File: src/rtl/memory_arbiter_pkg.sv
// memory_arbiter_pkg
//   Shared definitions for the SRAM memory arbiter: the controller state
//   encoding and the default address/data widths used as parameter defaults.
package memory_arbiter_pkg;

  localparam int DEFAULT_ADDR_W = 17;
  localparam int DEFAULT_DATA_W = 8;

  typedef enum logic [1:0] {
    ST_IDLE   = 2'd0,
    ST_ACCESS = 2'd1,
    ST_DONE   = 2'd2
  } arb_state_t;

endpackage

File: src/rtl/memory_arbiter_grant.sv
// memory_arbiter_grant
//   Combinational grant selection. Channel 0 (video) always wins. Among
//   channels 1..NUM_CH-1 the search starts at 'pointer' and wraps from
//   NUM_CH-1 back to 1, so the first requesting channel found is granted.
//   Holding pointer at 1 gives fixed lowest-index-wins priority; a rotating
//   pointer (top level, ARB_ROUND_ROBIN_EN builds) gives round-robin.
// Ports:
//   requests  in  NUM_CH  per-channel request levels
//   pointer   in  PTR_W   first channel (1..NUM_CH-1) to consider
//   grant     out NUM_CH  one-hot grant, all zero when nothing requests
module memory_arbiter_grant #(
  parameter int NUM_CH = 3,
  parameter int PTR_W  = $clog2(NUM_CH)
) (
  input  logic [NUM_CH-1:0] requests,
  input  logic [PTR_W-1:0]  pointer,
  output logic [NUM_CH-1:0] grant
);

  logic found;
  int   pos;

  always_comb begin
    grant = '0;
    found = 1'b0;
    pos   = 0;
    if (requests[0]) begin
      grant[0] = 1'b1;
    end else begin
      // k is the distance from the pointer; the smallest distance wins.
      for (int k = 0; k < NUM_CH - 1; k++) begin
        pos = ((int'(pointer) - 1 + k) % (NUM_CH - 1)) + 1;
        for (int c = 1; c < NUM_CH; c++) begin
          if (!found && (c == pos) && requests[c]) begin
            grant[c] = 1'b1;
            found    = 1'b1;
          end
        end
      end
    end
  end

endmodule

File: src/rtl/memory_arbiter.sv
// memory_arbiter
//   Shares one asynchronous SRAM between NUM_CH requestors. Each access is
//   IDLE (grant + latch) -> ACCESS for ACCESS_CYCLES cycles -> DONE (ack).
//   Reads hold OE low through ACCESS and capture ramDataIn on the last ACCESS
//   cycle. Writes use ACCESS cycle 1 as address/data setup (WE high), pull WE
//   low for the remaining ACCESS cycles and keep driving data through DONE.
//
//   Handshake: a requester raises chReq[i] with chWrite/chAddress/chWriteData
//   valid and keeps it high until it sees chAck[i] (a one-cycle pulse). The
//   request fields are latched at grant, so later changes, or dropping chReq
//   before the ack, do not disturb the access in flight. chReadData is valid
//   in the ack cycle and holds until the next read completes.
//
//   Build option: define ARB_ROUND_ROBIN_EN for round-robin among channels
//   1..NUM_CH-1; otherwise they use fixed priority (lowest index wins).
//   Channel 0 always has top priority.
//
// Ports:
//   clock, reset                 clock, synchronous active-high reset
//   chReq/chWrite                per-channel request level and write flag
//   chAddress/chWriteData        per-channel address and write data (packed)
//   chAck                        per-channel one-cycle completion pulse
//   chReadData                   last read byte
//   ramAddress/ramDataOut        SRAM address and write data
//   ramDataIn                    SRAM read data
//   ramDataDrive                 data pin tristate enable (applied at top)
//   ramWriteEnable/OutputEnable  active-low SRAM strobes
//   state (internal)             controller state, arb_state_t
module memory_arbiter
  import memory_arbiter_pkg::*;
#(
  parameter int ADDR_W        = DEFAULT_ADDR_W,
  parameter int DATA_W        = DEFAULT_DATA_W,
  parameter int NUM_CH        = 3,
  parameter int ACCESS_CYCLES = 2
) (
  input  logic                     clock,
  input  logic                     reset,
  input  logic [NUM_CH-1:0]        chReq,
  input  logic [NUM_CH-1:0]        chWrite,
  input  logic [NUM_CH*ADDR_W-1:0] chAddress,
  input  logic [NUM_CH*DATA_W-1:0] chWriteData,
  output logic [NUM_CH-1:0]        chAck,
  output logic [DATA_W-1:0]        chReadData,
  output logic [ADDR_W-1:0]        ramAddress,
  output logic [DATA_W-1:0]        ramDataOut,
  input  logic [DATA_W-1:0]        ramDataIn,
  output logic                     ramDataDrive,
  output logic                     ramWriteEnable,
  output logic                     ramOutputEnable
);

  localparam int PTR_W  = $clog2(NUM_CH);
  localparam int BEAT_W = $clog2(ACCESS_CYCLES);
  localparam logic [BEAT_W-1:0] LAST_BEAT = BEAT_W'(ACCESS_CYCLES - 1);

  arb_state_t        state, state_next;
  logic [BEAT_W-1:0] beat, beat_next;
  logic              start, last_beat;

  logic [NUM_CH-1:0] grant_new, grant_q;
  logic [PTR_W-1:0]  grant_ptr;
  logic              write_q;

  logic [ADDR_W-1:0] sel_addr;
  logic [DATA_W-1:0] sel_wdata;
  logic              sel_write;

  assign start     = (state == ST_IDLE) && (|chReq);
  assign last_beat = (state == ST_ACCESS) && (beat == LAST_BEAT);

  memory_arbiter_grant #(
    .NUM_CH (NUM_CH),
    .PTR_W  (PTR_W)
  ) u_grant (
    .requests (chReq),
    .pointer  (grant_ptr),
    .grant    (grant_new)
  );

`ifdef ARB_ROUND_ROBIN_EN
  logic [PTR_W-1:0] rr_ptr, rr_ptr_next;

  // After serving channel k the next search starts at k+1, wrapping to 1.
  // A channel-0 grant leaves the pointer where it was.
  always_comb begin
    rr_ptr_next = rr_ptr;
    for (int c = 1; c < NUM_CH; c++) begin
      if (grant_new[c]) begin
        rr_ptr_next = (c == NUM_CH - 1) ? PTR_W'(1) : PTR_W'(c + 1);
      end
    end
  end

  always_ff @(posedge clock) begin
    if (reset) begin
      rr_ptr <= PTR_W'(1);
    end else if (start) begin
      rr_ptr <= rr_ptr_next;
    end
  end

  assign grant_ptr = rr_ptr;
`else
  assign grant_ptr = PTR_W'(1);
`endif

  // Request fields of the granted channel (grant_new is one-hot or zero).
  always_comb begin
    sel_addr  = '0;
    sel_wdata = '0;
    sel_write = 1'b0;
    for (int c = 0; c < NUM_CH; c++) begin
      if (grant_new[c]) begin
        sel_addr  = sel_addr  | chAddress[c*ADDR_W +: ADDR_W];
        sel_wdata = sel_wdata | chWriteData[c*DATA_W +: DATA_W];
        sel_write = sel_write | chWrite[c];
      end
    end
  end

  // Controller state register.
  always_ff @(posedge clock) begin
    if (reset) begin
      state <= ST_IDLE;
      beat  <= '0;
    end else begin
      state <= state_next;
      beat  <= beat_next;
    end
  end

  // Next-state logic; beat counts ACCESS cycles from 0.
  always_comb begin
    state_next = state;
    beat_next  = '0;
    unique case (state)
      ST_IDLE: begin
        if (start) state_next = ST_ACCESS;
      end
      ST_ACCESS: begin
        if (last_beat) state_next = ST_DONE;
        else           beat_next  = beat + 1'b1;
      end
      ST_DONE: begin
        state_next = ST_IDLE;
      end
      default: begin
        state_next = ST_IDLE;
      end
    endcase
  end

  // Latched request and read-data capture.
  always_ff @(posedge clock) begin
    if (reset) begin
      grant_q    <= '0;
      write_q    <= 1'b0;
      ramAddress <= '0;
      ramDataOut <= '0;
      chReadData <= '0;
    end else begin
      if (start) begin
        grant_q    <= grant_new;
        write_q    <= sel_write;
        ramAddress <= sel_addr;
        ramDataOut <= sel_wdata;
      end
      if (last_beat && !write_q) begin
        chReadData <= ramDataIn;
      end
    end
  end

  // Strobes decode from registered state only. WE is held high on the first
  // ACCESS cycle (beat 0) to give address/data setup before the write pulse;
  // OE and WE are qualified by opposite values of write_q, so they can never
  // be low together, and both are high outside ACCESS.
  always_comb begin
    chAck           = (state == ST_DONE) ? grant_q : '0;
    ramOutputEnable = !((state == ST_ACCESS) && !write_q);
    ramWriteEnable  = !((state == ST_ACCESS) && write_q && (beat != '0));
    ramDataDrive    = write_q && ((state == ST_ACCESS) || (state == ST_DONE));
  end

endmodule
File: config.mk
export PLATFORM = sky130hd
export DESIGN_NAME = memory_arbiter
export DESIGN_NICKNAME = d
export VERILOG_FILES = /design/src/rtl/memory_arbiter_pkg.sv /design/src/rtl/memory_arbiter_grant.sv /design/src/rtl/memory_arbiter.sv
export SDC_FILE = /design/constraint.sdc
export NUM_CORES = 1
export LEC_CHECK = 0
export ABC_AREA = 1
export CORE_ASPECT_RATIO = 0.7
export CORE_MARGIN = 4
export CORE_UTILIZATION = 41
export CTS_CLUSTER_DIAMETER = 80
export DETAILED_ROUTE_END_ITERATION = 8
export PLACE_DENSITY_LB_ADDON = 0.08
export SYNTH_ARGS = -nofsm -noshare
export SYNTH_HDL_FRONTEND = slang
export SYNTH_SLANG_ARGS = --single-unit
File: constraint.sdc
create_clock -name clock -period 2.2 [get_ports clock]
set_clock_uncertainty 0.1 [all_clocks]
set_input_delay 0.44 -clock clock [delete_from_list [all_inputs] [get_ports clock]]
set_output_delay 0.44 -clock clock [all_outputs]
set_load 0.01 [all_outputs]
==> impl_metrics.yaml <==
power_and_ir_drop:
  swShare: 0.350
  switchingPower_mw: 0.976
  p_leak_nw: 1.74
  p_seq_frac: 0.356
  p_comb_frac: 0.465
  clock_power_share: 0.179
  irDropWorstVdd_uv: 320
  power_density_mw_per_mm2: 759
  internal_power_mw: 1.81
global_route:
  grt_use_total: 0.211
  antenna_found_initial: 0
  grt_max_degree: 28
  grt_pass1_vias: 2408
  overflow: 0
  grt_pass1_wl_mm: 11.8
place:
  portBuffers: 129
  place_inst: 558
  dp_slack_ns: 0.226
  post-dp-hpwl_mm: 5.41
  place_congestion: 0.791
die:
  die_height_um: 70.1
  initial_utilization: 0.427
  pin_count: 130
  die-area_mm2: 0.00678
  die_w_um: 96.7
  coreArea_mm2: 0.00529
  num_rows: 22
hold_path:
  hp-class: "register to register"
  worstHoldStart: "grant_q[1]"
  hold_path_depth: 2
  min_to: "grant_q[1]"
yosys:
  synth.area.top_cells: "dfxtp_1 35%, nand2_1 20%, nand3_1 12%, nor2_1 12%, inv_1 6.2%"
  synth_top_area_share: 0.355
  syn_inst: 366
  ys.warnings.count: 0
  ys_ff_latch: 40
  synth.cell_area_mm2: 0.00226
  post_synth.cell_area_avg_um2: 6.17
  ys_types: 17
  synth.net_count: 461
  synth_sequential_area_ratio: 0.355
  yosys.area.top_type: "dfxtp_1"
cells_and_area:
  utilization: 0.696
  drive_gt1_frac: 0.0486
  diodes: 0
  num-fill-cells: 479
  finish.net_count: 588
  final_cells: 566
  synthToLayoutAreaGrowth_pct: 62.9
sta:
  post-route-period-util: 0.948
  fmax_mhz: 480
  setup_tns_ns: 0
  worst_pin_slew_ns: 0.398
  finalCriticalPeriod_ns: 2.09
  worst_slack_ns: 0.115
  rsz0062_at_grt: "no"
  maxSlewHeadroom: 0.735
  finalSetupViolations: 0
  slew_violations: 0
  hold_violations: 0
clocking:
  holdBufCountCts: 0
  cts-root-buf: "clkbuf_8"
  cts_tree: "built"
  clk_latency_ns: 0.28
  clock_sinks: 40
  cts_buffers: 5
  htree_num_levels: 2
  cts.clk_slew.worst_paths_ns: 0.08
  cts.path.max_buffers: 2
  post_cts_buffers: 0
critical_path:
  crit_arrival_ns: 1.55
  crit_required_ns: 1.66
  critical_path_class: "register to primary output"
  rr_startpoint: "state[1]"
  reg2reg_to: "ramDataOut[7]"
  r2r_setup_slack_ns: 0.65
  cp_slowest_cell: "clkdlybuf4s50_1"
  crit_path_end_kind: "primary output"
  path_max_fanout: 3
  start_kind: "register"
  worst_path_largest_cell_delay_ns: 0.53
  reg2regPathDepth: 7
  path_cells: "inv_1 -> ha_1 -> nand2_1 -> clkdlybuf4s50_1"
run_status:
  status: "finished clean"
route:
  viasPerCell: 4.59
  antenna_left: 0
  wl_mm: 7.22
  wl_per_cell_um: 12.8
  drt_pass1_iterations: 4
  vias: 2599
  drt_iter0_drc: 127
  drcViolationCount: 0
run:
  drv_cap: 0
[power by group through the flow]
stage	combinational (mW)	sequential, mW	clock (mW)
finish	1.30	0.993	0.499
global route	1.45	1.02	0.539
CTS	1.31	0.991	0.514
detailed placement	1.30	1.00	0
global placement	1.28	1.00	0
floorplan	0.666	1.06	0
[worst max-delay path, delay by kind of cell, from the launching register on]
kind	cells	cell delay (ns)
buffers and inverters	2	0.60
adder cells (fa/ha/maj)	1	0.22
flip-flops	1	0.35
AND/OR/NAND/NOR	1	0.08
[synthesized netlist by cell type]
cell type,number
ha_1,4
nor2_8,1
buf_6,8
nand2_1,121
buf_2,6
dfxtp_1,40
nand2_2,1
a21oi_1,5
o21ai_0,8
inv_1,37
clkbuf_1,2
nor2_2,1
nand3_1,56
buf_4,4
nor2_1,70
inv_2,1
nand2_4,1
[state kept, by name, summed over array words and instances (netlist names)]
signal      flops
write_q         1
beat            1
state           2
ramAddress     17
chReadData      8
ramDataOut      8
grant_q         3
[per-stage QoR]
| stage | hold WS (ns) | instance area (µm²) | total power [mW] |
|---|---|---|---|
| final | 0.377 | 3680 | 2.79 |
| after global routing | 0.388 | 3680 | 3.00 |
| after CTS | 0.371 | 3670 | 2.82 |
| after detailed placement | 0.360 | 3580 | 2.31 |
| after global placement | 0.350 | 3580 | 2.28 |
| after floorplan | 0.333 | 2260 | 1.73 |
[placed cells by master, fill, tap and decap left out, drive strengths merged]
cell / netlist / routed
clkbuf: 2 / 8
clkdlybuf4s50: 0 / 124
nand2: 123 / 123
nor2: 72 / 72
nand3: 56 / 56
buf: 18 / 11
ha: 4 / 4
dlygate4sd2: 0 / 1
o21ai: 8 / 8
dlymetal6s2s: 0 / 4
a21oi: 5 / 5
dfxtp: 40 / 40
inv: 38 / 38
[logic make-up (layout without fill, tap and decap cells)]
group	Yosys count	after routing	share of synthesized area
AO/OA/AOI/OAI	13	13	0.0288
adder cells (fa/ha/maj)	4	4	0.0222
buffers and inverters	58	186	0.133
flip-flops	40	40	0.355
AND/OR/NAND/NOR	251	251	0.461
[layout make-up]
class | count | area (µm²) | area share
Clock buffer | 8 | 90.1 | 0.0245
Inverter | 38 | 143 | 0.0388
Multi-Input combinational cell | 268 | 1160 | 0.314
Sequential cell | 40 | 803 | 0.218
Tap cell | 72 | 90.1 | 0.0245
Timing Repair Buffer | 140 | 1400 | 0.379
[repair_timing]
item / CTS / global route
pin swaps: 0 / 0
endpoints found under the setup margin: 2 / 5
gates resized for setup: 2 / 5
[worst max path at each step]
| stage | endpoint | slack [ns] | startpoint |
|---|---|---|---|
| after CTS | ramDataDrive | 0.007 | state[1] |
| after global routing | ramOutputEnable | 0.04 | state[1] |
| after global placement | ramAddress[16] | 0.25 | chReq[0] |
| final | ramOutputEnable | 0.11 | state[1] |
| after floorplan | chReadData[0] | 0.79 | state[1] |
| after detailed placement | ramAddress[11] | 0.23 | chReq[0] |
[layer usage]
layer | vias to the layer above | routed length (µm) | global-route usage
li1 | 1369 | - | -
met5 | - | 0 | 0
met3 | 2 | 714 | 0.0669
met4 | 0 | 12 | 0.0280
met2 | 106 | 3100 | 0.328
met1 | 1122 | 3400 | 0.292
No activity file was read; power rests on OpenSTA's default activity.
